--- src/rtl/regfile_wr_arbiter_pkg.sv ---
// Shared definitions for the register-file write arbiter.
// Default widths and round-robin pointer encoding.
package regfile_wr_arbiter_pkg;

    localparam int DATA_WIDTH_DEF = 32;
    localparam int ADDR_WIDTH_DEF = 2;

    typedef enum logic {
        RR_REQ0 = 1'b0,
        RR_REQ1 = 1'b1
    } rr_ptr_e;

endpackage

--- src/rtl/regfile_wr_arbiter_fifo2.sv ---
// Two-entry write queue; entry 0 is always the head.
// Exposes per-entry valid/address taps for pending-register tracking.
module regwr_fifo2 #(
    parameter int DW = 32,
    parameter int AW = 2
) (
    input  logic               clk,
    input  logic               rst_n,
    input  logic               push,
    input  logic [AW-1:0]      push_addr,
    input  logic [DW-1:0]      push_data,
    input  logic               pop,
    input  logic               flush,
    output logic [1:0]         count,
    output logic [AW-1:0]      head_addr,
    output logic [DW-1:0]      head_data,
    output logic [1:0]         ent_valid,
    output logic [1:0][AW-1:0] ent_addr
);

    logic [1:0]         count_q, count_d;
    logic [1:0][AW-1:0] addr_q, addr_d;
    logic [1:0][DW-1:0] data_q, data_d;
    logic               do_push, do_pop;

    assign do_push = push && (count_q != 2'd2);
    assign do_pop  = pop && (count_q != 2'd0);

    always_comb begin
        count_d = count_q;
        addr_d  = addr_q;
        data_d  = data_q;
        if (flush) begin
            count_d = 2'd0;
        end else begin
            if (do_pop) begin
                addr_d[0] = addr_q[1];
                data_d[0] = data_q[1];
            end
            // A simultaneous pop frees slot 0 for the incoming entry.
            if (do_push) begin
                if (count_q == 2'd1 && !do_pop) begin
                    addr_d[1] = push_addr;
                    data_d[1] = push_data;
                end else begin
                    addr_d[0] = push_addr;
                    data_d[0] = push_data;
                end
            end
            count_d = count_q + {1'b0, do_push} - {1'b0, do_pop};
        end
    end

    always_ff @(posedge clk) begin
        if (!rst_n) begin
            count_q <= 2'd0;
        end else begin
            count_q <= count_d;
        end
    end

    always_ff @(posedge clk) begin
        addr_q <= addr_d;
        data_q <= data_d;
    end

    assign count     = count_q;
    assign head_addr = addr_q[0];
    assign head_data = data_q[0];
    assign ent_valid = {count_q == 2'd2, count_q != 2'd0};
    assign ent_addr  = addr_q;

endmodule

--- src/rtl/regfile_wr_arbiter.sv ---
// Two-requester register-file write arbiter: per-requester queues,
// round-robin grant, and a registered write port.
module regfile_wr_arbiter
    import regfile_wr_arbiter_pkg::*;
#(
    parameter int DATA_WIDTH = DATA_WIDTH_DEF,
    parameter int ADDR_WIDTH = ADDR_WIDTH_DEF,
    localparam int NREG = 2 ** ADDR_WIDTH
) (
    input  logic                  clk,
    input  logic                  rst_n,
    input  logic                  req0_valid,
    input  logic [ADDR_WIDTH-1:0] req0_addr,
    input  logic [DATA_WIDTH-1:0] req0_data,
    output logic                  req0_ready,
    input  logic                  req1_valid,
    input  logic [ADDR_WIDTH-1:0] req1_addr,
    input  logic [DATA_WIDTH-1:0] req1_data,
    output logic                  req1_ready,
    input  logic                  flush,
    output logic                  wena,
    output logic [ADDR_WIDTH-1:0] waddr,
    output logic [DATA_WIDTH-1:0] wdata,
    output logic [NREG-1:0]       pend_mask
);

    logic [1:0]                 cnt0, cnt1;
    logic [ADDR_WIDTH-1:0]      head_addr0, head_addr1;
    logic [DATA_WIDTH-1:0]      head_data0, head_data1;
    logic [1:0]                 ev0, ev1;
    logic [1:0][ADDR_WIDTH-1:0] ea0, ea1;
    logic                       push0, push1, gnt0, gnt1;
    rr_ptr_e                    rr_q, rr_d;
    logic                       wena_q, wena_d;
    logic [ADDR_WIDTH-1:0]      waddr_q, waddr_d;
    logic [DATA_WIDTH-1:0]      wdata_q, wdata_d;

    assign req0_ready = (cnt0 != 2'd2);
    assign req1_ready = (cnt1 != 2'd2);
    assign push0 = req0_valid && req0_ready && !flush;
    assign push1 = req1_valid && req1_ready && !flush;

    regwr_fifo2 #(.DW(DATA_WIDTH), .AW(ADDR_WIDTH)) u_fifo0 (
        .clk(clk), .rst_n(rst_n),
        .push(push0), .push_addr(req0_addr), .push_data(req0_data),
        .pop(gnt0), .flush(flush), .count(cnt0),
        .head_addr(head_addr0), .head_data(head_data0),
        .ent_valid(ev0), .ent_addr(ea0)
    );

    regwr_fifo2 #(.DW(DATA_WIDTH), .AW(ADDR_WIDTH)) u_fifo1 (
        .clk(clk), .rst_n(rst_n),
        .push(push1), .push_addr(req1_addr), .push_data(req1_data),
        .pop(gnt1), .flush(flush), .count(cnt1),
        .head_addr(head_addr1), .head_data(head_data1),
        .ent_valid(ev1), .ent_addr(ea1)
    );

    always_comb begin
        gnt0 = !flush && (cnt0 != 2'd0) &&
               ((cnt1 == 2'd0) || (rr_q == RR_REQ0));
        gnt1 = !flush && (cnt1 != 2'd0) &&
               ((cnt0 == 2'd0) || (rr_q == RR_REQ1));
    end

    always_comb begin
        rr_d    = rr_q;
        wena_d  = gnt0 || gnt1;
        waddr_d = waddr_q;
        wdata_d = wdata_q;
        if (flush) begin
            rr_d = RR_REQ0;
        end
        unique case (1'b1)
            gnt0: begin
                rr_d    = RR_REQ1;
                waddr_d = head_addr0;
                wdata_d = head_data0;
            end
            gnt1: begin
                rr_d    = RR_REQ0;
                waddr_d = head_addr1;
                wdata_d = head_data1;
            end
            default: ;
        endcase
    end

    always_ff @(posedge clk) begin
        if (!rst_n) begin
            rr_q    <= RR_REQ0;
            wena_q  <= 1'b0;
            waddr_q <= '0;
            wdata_q <= '0;
        end else begin
            rr_q    <= rr_d;
            wena_q  <= wena_d;
            waddr_q <= waddr_d;
            wdata_q <= wdata_d;
        end
    end

    always_comb begin
        pend_mask = '0;
        for (int e = 0; e < 2; e++) begin
            if (ev0[e]) pend_mask[ea0[e]] = 1'b1;
            if (ev1[e]) pend_mask[ea1[e]] = 1'b1;
        end
        if (wena_q) pend_mask[waddr_q] = 1'b1;
    end

    assign wena  = wena_q;
    assign waddr = waddr_q;
    assign wdata = wdata_q;

endmodule

--- config.mk ---
export PLATFORM = sky130hd
export DESIGN_NAME = regfile_wr_arbiter
export DESIGN_NICKNAME = d
export VERILOG_FILES = /design/src/rtl/regfile_wr_arbiter_pkg.sv /design/src/rtl/regfile_wr_arbiter_fifo2.sv /design/src/rtl/regfile_wr_arbiter.sv
export SDC_FILE = /design/constraint.sdc
export NUM_CORES = 1
export LEC_CHECK = 0
export CORE_ASPECT_RATIO = 0.75
export CORE_UTILIZATION = 30
export CTS_CLUSTER_SIZE = 8
export DETAILED_ROUTE_END_ITERATION = 12
export HOLD_SLACK_MARGIN = 0.05
export PLACE_DENSITY_LB_ADDON = 0.08
export SLEW_MARGIN = 25
export SYNTH_ARGS = -nofsm -noshare
export SYNTH_HDL_FRONTEND = slang
export SYNTH_HIERARCHICAL = 1
export SYNTH_SLANG_ARGS = --single-unit
export TNS_END_PERCENT = 10
--- constraint.sdc ---
create_clock -name clk -period 10.3 [get_ports clk]
set_input_delay 2.575 -clock clk [delete_from_list [all_inputs] [get_ports clk]]
set_output_delay 2.575 -clock clk [all_outputs]
set_load 0.01 [all_outputs]
Yosys cells after proc, flatten, opt, wreduce, memory -nomap -nowiden

Index checks and enable logic that the tools add are counted.

Logic and storage cells: 106
Input port bits: 73
Register bits: 176
Output and inout port bits: 41

Reductions and logical operators: 34
$lt $le $gt $ge: 10
Muxes and demuxes: 31
Equal/unequal tests: 6
Bitwise operators: 7
$add $sub $neg: 4

Operator list:

| cell                                                                                | count |
|---|---|
| 32-bit 2-to-1 mux                                                                   | 6 |
| 32-bit case mux with 2 select lines                                                 | 1 |
| 4-bit 2-to-1 mux                                                                    | 5 |
| 1-bit logical AND                                                                   | 19 |
| 4-bit OR                                                                            | 4 |
| 2-bit by 3-bit less-than comparator with 1-bit output, second input constant        | 5 |
| 2-bit 2-to-1 mux                                                                    | 6 |
| 1-bit demux with 2-bit select                                                       | 5 |
| 2-bit by 1-bit greater-or-equal comparator with 1-bit output, second input constant | 5 |
| 1-bit 2-to-1 mux                                                                    | 6 |
| 3-bit AND reduction                                                                 | 2 |
| 2-bit nonzero test                                                                  | 3 |
| 2-bit by 1-bit adder with 2-bit output                                              | 2 |
| 2-bit by 1-bit == test with 1-bit output, second input constant                     | 2 |
| 2-bit == test, second input constant                                                | 2 |
| 2-bit zero test                                                                     | 2 |
| 2-bit inequality test, second input constant                                        | 2 |
| 2-bit case mux with 2 select lines                                                  | 1 |
| 2-bit by 1-bit subtractor with 2-bit output                                         | 2 |
| 1-bit zero test                                                                     | 3 |
| 1-bit logical OR                                                                    | 3 |
| 1-bit inverter                                                                      | 3 |
| 3-bit nonzero test                                                                  | 1 |
| 1-bit case mux with 2 select lines                                                  | 1 |
| 2-bit OR reduction                                                                  | 1 |

Depth between registers and ports, before layout

Depth in word-level cells: 13
Depth in mapped cells: 13

By module

The synthesis kept the hierarchy.

By module, submodules not included:

| module             | seq. area each (µm²) | times used | area an instance (µm²) | cells each |
|---|---|---|---|---|
| regwr_fifo2        | 2082.0               | 2          | 3214.3                 | 233 |
| regfile_wr_arbiter | 720.7                | 1          | 2179.6                 | 210 |

Worst setup path after synthesis

OpenSTA, ideal clock, no wires.

Kind: in2reg
Start point: input port flush
End point: register u_fifo0/data_q[32] (netlist name) (enable)
Setup time: 475 ps
Stages: 6
Data required time: 9825 ps
Path slack: 3532 ps
Data arrival time: 6293 ps
Cells stage by stage: clkbuf_1 > clkbuf_1 > a21oi_1 > o21a_1 > or3b_1 > nor3b_1

Word-level cells in the longest chain between the ends: 7

RTL lines:

| element                         | line                           | source |
|---|---|---|
| from (decl)                     | regfile_wr_arbiter.sv:20       | `input logic flush,` |
| 1-bit zero test                 | regfile_wr_arbiter.sv:60       | `gnt0 = !flush && (cnt0 != 2'd0) &&` |
| 1-bit logical AND (2 in series) | regfile_wr_arbiter.sv:60       |  |
| named net gnt0                  | regfile_wr_arbiter.sv:32       | `logic push0, push1, gnt0, gnt1;` |
| 1-bit logical AND               | regfile_wr_arbiter_fifo2.sv:27 | `assign do_pop = pop && (count_q != 2'd0);` |
| 1-bit zero test                 | regfile_wr_arbiter_fifo2.sv:42 | `if (count_q == 2'd1 && !do_pop) begin` |
| 1-bit logical AND               | regfile_wr_arbiter_fifo2.sv:42 |  |
| 3-bit AND reduction (no line)   | n/a                            |  |
| to (signal assigned)            | regfile_wr_arbiter_fifo2.sv:64 | `data_q <= data_d;` |
| to (decl)                       | regfile_wr_arbiter_fifo2.sv:23 | `logic [1:0][DW-1:0] data_q, data_d;` |

The timed path passes the listed nets, and every way through them passes these cells.
A chain may end at the register's enable or synchronous reset.

Worst setup path after layout

Start point: register u_fifo0.count_q[1], in the netlist u_fifo0/count[1]
End point: output port pend_mask[0]

RTL lines:

| element                | line                           | source |
|---|---|---|
| from (decl)            | regfile_wr_arbiter_fifo2.sv:21 | `logic [1:0] count_q, count_d;` |
| from (signal assigned) | regfile_wr_arbiter_fifo2.sv:58 | `count_q <= count_d;` |
| 2-bit == test *        | regfile_wr_arbiter_fifo2.sv:70 | `assign ent_valid = {count_q == 2'd2, count_q != 2'd0};` |
| named net ev0[1]       | regfile_wr_arbiter.sv:30       | `logic [1:0] ev0, ev1;` |
| 4-bit 2-to-1 mux *     | regfile_wr_arbiter.sv:106      | `if (ev0[e]) pend_mask[ea0[e]] = 1'b1;` |
| 4-bit OR (no line)     | n/a                            |  |
| 4-bit 2-to-1 mux *     | regfile_wr_arbiter.sv:107      | `if (ev1[e]) pend_mask[ea1[e]] = 1'b1;` |
| 4-bit OR (no line)     | n/a                            |  |
| 4-bit 2-to-1 mux *     | regfile_wr_arbiter.sv:109      | `if (wena_q) pend_mask[waddr_q] = 1'b1;` |
| to (decl)              | regfile_wr_arbiter.sv:24       | `output logic [NREG-1:0] pend_mask` |

The timed path passes the listed nets; every way through them passes the cells marked *.

==> flow_results.xml <==
<?xml version="1.0" encoding="UTF-8"?>
<metrics>
  <group name="status">
    <metric name="status" unit="">completed</metric>
  </group>
  <group name="synth">
    <metric name="synth_top_family_by_area" unit="">compound AO/OA/AOI/OAI gates</metric>
    <metric name="syn_avg_cell_area" unit="um2">12.73</metric>
    <metric name="synth_warnings" unit="">6</metric>
    <metric name="synth_cells" unit="">676</metric>
    <metric name="post_synth_and_or_nand_nor_area_fraction" unit="">0.06817</metric>
    <metric name="synth.ff_latch_count" unit="">176</metric>
    <metric name="synthFlopType" unit="">edfxtp_1</metric>
    <metric name="syn-num-nets" unit="">751</metric>
    <metric name="area_fraction_in_compound_gates_after_synthesis" unit="">0.1753</metric>
    <metric name="yosys.area_share.adder" unit="">0.002907</metric>
    <metric name="top_post_synthesis_cells_by_area" unit="">edfxtp_1 (47%), dfxtp_1 (9.3%), mux2i_1 (7.9%)</metric>
    <metric name="yosys.cell_types.count" unit="">43</metric>
    <metric name="synth_area_leader_cell" unit="">edfxtp_1</metric>
    <metric name="yosysSeqAreaShare" unit="">0.5674</metric>
    <metric name="synthDominantCellAreaShare" unit="">0.4744</metric>
    <metric name="yosys.area_share.xor_xnor" unit="">0.004070</metric>
    <metric name="synth_common_cells" unit="">edfxtp_1 (136), buf_4 (84), nor2_1 (69)</metric>
    <metric name="synth_most_common_cell" unit="">edfxtp_1</metric>
    <metric name="synth-edff-count" unit="">136</metric>
    <metric name="synth.area.mux_share" unit="">0.07907</metric>
    <metric name="synth.cell_area" unit="um2">8608</metric>
    <metric name="async_flop_share" unit="">0</metric>
  </group>
  <group name="placed_design">
    <metric name="dp_cells" unit="">1069</metric>
    <metric name="globalplace.congestion" unit="">0.7733</metric>
    <metric name="portBuffers" unit="">113</metric>
    <metric name="detailed_place_hpwl" unit="um">13870</metric>
  </group>
  <group name="layout">
    <metric name="final_nets" unit="">778</metric>
    <metric name="antenna_cells" unit="">0</metric>
    <metric name="layout-drive-gt1-share" unit="">0.1103</metric>
    <metric name="areaGrowthSynthToFinish" unit="%">17.76</metric>
    <metric name="count_of_filler_cells_inserted_in_the_layout" unit="">2795</metric>
    <metric name="final_cells" unit="">1101</metric>
  </group>
  <group name="setup_path">
    <metric name="path_cells" unit="">nand2b_1 &gt; inv_1 &gt; inv_1 &gt; o311ai_1 &gt; clkdlybuf4s50_1</metric>
    <metric name="end_kind" unit="">primary output</metric>
    <metric name="setup.worst_path.start_class" unit="">flop</metric>
    <metric name="timing.critical_path.required" unit="ps">7730</metric>
    <metric name="cp_slowest_cell" unit="">dfxtp_1</metric>
    <metric name="startpoint_to_endpoint_class_of_the_critical_path" unit="">reg2out</metric>
    <metric name="worst_path_largest_cell_delay" unit="ps">660</metric>
    <metric name="timing.rr.start" unit="">u_fifo1/count[1]</metric>
    <metric name="worst-endpoint-arrival" unit="ps">2490</metric>
    <metric name="critical-path-top-cell-by-count" unit="">inv_1</metric>
    <metric name="register_to_register_path_depth" unit="">11</metric>
    <metric name="setup.reg_to_reg.worst_slack" unit="ps">6960</metric>
    <metric name="crit_start" unit="">u_fifo0/count[1]</metric>
    <metric name="worstReg2RegEnd" unit="">u_fifo0/count[1]</metric>
    <metric name="critical_path_peak_fanout" unit="">11</metric>
    <metric name="crit_path_end" unit="">pend_mask[0]</metric>
  </group>
  <group name="global_routing">
    <metric name="vias_in_the_first_global_route" unit="">5533</metric>
    <metric name="grt_overflow" unit="">0</metric>
    <metric name="globalRouteTotalUtil" unit="">0.1473</metric>
    <metric name="antenna_found_initial" unit="">0</metric>
    <metric name="global_route_wire_length_before_repair" unit="um">32150</metric>
    <metric name="maximum_number_of_pins_on_one_net_before_global_route_repair" unit="">69</metric>
  </group>
  <group name="clocking">
    <metric name="clk_root_buffer_cell" unit="">clkbuf_16</metric>
    <metric name="post_cts.resized_instances" unit="">0</metric>
    <metric name="clkTransAtPathRegs" unit="ps">60</metric>
    <metric name="cts_hold_buffers" unit="">0</metric>
    <metric name="clock_tree.buffer_depth" unit="">2</metric>
    <metric name="total_clock_sinks" unit="">176</metric>
    <metric name="cts_max_level" unit="">4</metric>
    <metric name="post_cts_buffers" unit="">0</metric>
    <metric name="number_of_cts_inserted_buffers" unit="">17</metric>
    <metric name="tritoncts" unit="">yes</metric>
    <metric name="clk-insertion-delay-late" unit="ps">430</metric>
  </group>
  <group name="floorplan">
    <metric name="initial_utilization" unit="">0.3062</metric>
    <metric name="core" unit="um2">28120</metric>
    <metric name="die_x" unit="um">197.6</metric>
    <metric name="pin_count" unit="">114</metric>
    <metric name="die_y_extent" unit="um">148.7</metric>
    <metric name="die-area" unit="um2">29380</metric>
    <metric name="placementRows" unit="">53</metric>
  </group>
  <group name="drt">
    <metric name="vias" unit="">5280</metric>
    <metric name="post_drt_via_cell_ratio" unit="">4.796</metric>
    <metric name="routed_length_per_placed_instance" unit="um">19.05</metric>
    <metric name="drt_drc_violations_left" unit="">0</metric>
    <metric name="drt_pass1_iterations" unit="">4</metric>
    <metric name="dr.first_iter.drc_count" unit="">185</metric>
    <metric name="routed_wirelength" unit="um">20980</metric>
    <metric name="final_antenna_net_count" unit="">0</metric>
  </group>
  <group name="timing">
    <metric name="rsz0062_at_grt" unit="">false</metric>
    <metric name="tightestPinTransition" unit="ps">912.4</metric>
    <metric name="max-slew-margin-rel" unit="">0.3903</metric>
    <metric name="tns" unit="ps">0</metric>
    <metric name="period_needed" unit="ps">5068</metric>
    <metric name="timing.fmax" unit="MHz">197.3</metric>
    <metric name="timing.clock.skew" unit="ps">6.237</metric>
    <metric name="final-max-slew-violation-count" unit="">0</metric>
    <metric name="finalHoldWorstSlack" unit="ps">534.7</metric>
    <metric name="hold_violations" unit="">0</metric>
    <metric name="setup_viol" unit="">0</metric>
    <metric name="timing.final.crit_share" unit="">0.4921</metric>
  </group>
  <group name="hold_path">
    <metric name="whs_path_depth" unit="">1</metric>
    <metric name="min_path_type" unit="">reg2reg</metric>
  </group>
  <group name="power_and_ir_drop">
    <metric name="leakage" unit="nW">3.772</metric>
    <metric name="pwr_density_cell" unit="nW/um2">169.2</metric>
    <metric name="vdd_drop_max" unit="V">0.00009101</metric>
  </group>
  <group name="run">
    <metric name="cap_violations" unit="">0</metric>
  </group>
</metrics>
## worst min path at each step
stage,slack (ps),startpoint,endpoint
2_1_floorplan,510,rr_q,rr_q
3_3_place_gp,520,wdata[25],wdata[25]
3_5_place_dp,520,wdata[25],wdata[25]
4_1_cts,540,wdata[25],wdata[25]
5_1_grt,550,wdata[25],wdata[25]
6_report,530,wdata[29],wdata[29]
## flip-flops by register name, summed over array words and instances, names as in the netlist, 32 cells and up
signal,flops
u_fifo0/data_q,32
u_fifo0/head_data,32
u_fifo1/data_q,32
u_fifo1/head_data,32
wdata,32
## where the power goes
part / internal, mW / total [mW] / switching [mW]
sequential: 0.802 / 0.825 / 0.0230
clock: 0.446 / 0.726 / 0.280
combinational: 0.0823 / 0.163 / 0.0810
total: 1.33 / 1.71 / 0.384
## metal layers
| layer | part of all wire | track usage | vias up | wire (um) |
|---|---|---|---|---|
| met5 | 0 | 0 | - | 0 |
| met4 | 0.012 | 0.04147 | 0 | 252 |
| met3 | 0.034 | 0.03537 | 18 | 717 |
| met2 | 0.49 | 0.2440 | 87 | 10260 |
| met1 | 0.46 | 0.1915 | 2610 | 9745 |
| li1 | - | - | 2565 | - |
## cell usage in the layout, fill, tap and decap left out, types with 2 or more instances in the layout
cell type / instances
edfxtp_1: 136
clkdlybuf4s50_1: 112
nor2_1: 69
mux2i_1: 68
a21oi_1: 51
dfxtp_1: 40
o21a_1: 35
o221a_1: 34
a311o_1: 33
a21oi_2: 20
clkbuf_16: 17
buf_4: 13
nand2_1: 7
inv_1: 5
nand2b_1: 5
and3_1: 5
nand3_1: 5
bufinv_16: 5
nor3b_1: 4
xnor2_1: 4
or2_2: 3
o22ai_1: 3
and3b_1: 3
or3b_1: 3
inv_6: 3
o21bai_2: 2
or3_1: 2
clkbuf_8: 2
clkinv_2: 2
nand3_2: 2
o21ai_4: 2
nor3b_2: 2
ha_1: 2
## critical path: cells and delay by family, from the launching register on
family / cells / cell delay, ps
buffers and inverters: 3 / 840
AOI/OAI and AO/OA: 1 / 350
DFF: 1 / 660
and+or+nand+nor: 1 / 220
## cells by family (layout without fill, tap and decap cells)
kind of cell               Yosys count  in the layout
and+or+nand+nor                    117            117
adders and majority gates            2              2
muxes                               68             68
DFF                                176            176
buffers and inverters              123            163
AOI/OAI and AO/OA                  186            186
xor gates and xnor gates             4              4
## stage by stage
| step | setup slack (ps) | util | area (um2) | power, mW |
|---|---|---|---|---|
| detailed placement | 5022 | 0.3371 | 9478 | 1.008 |
| floorplan | 3532 | - | 8608 | 0.9563 |
| global placement | 5066 | 0.3371 | 9478 | 1.004 |
| CTS | 5181 | 0.3605 | 10140 | 1.741 |
| global route | 5016 | 0.3605 | 10140 | 1.781 |
| finish | 5232 | 0.3605 | 10140 | 1.715 |
## area by class of cell
cell class                 count  area, um2  share of cell area
clock buffer                  20      456.7             0.04505
clock inverter                12      202.7             0.02000
inverter                       5      18.77            0.001851
multi-input combinational    377       2869              0.2830
sequential                   176       4885              0.4819
tap                          385      481.7             0.04752
timing repair buffer         126       1224              0.1207
No activity file was read; power rests on OpenSTA's default activity.
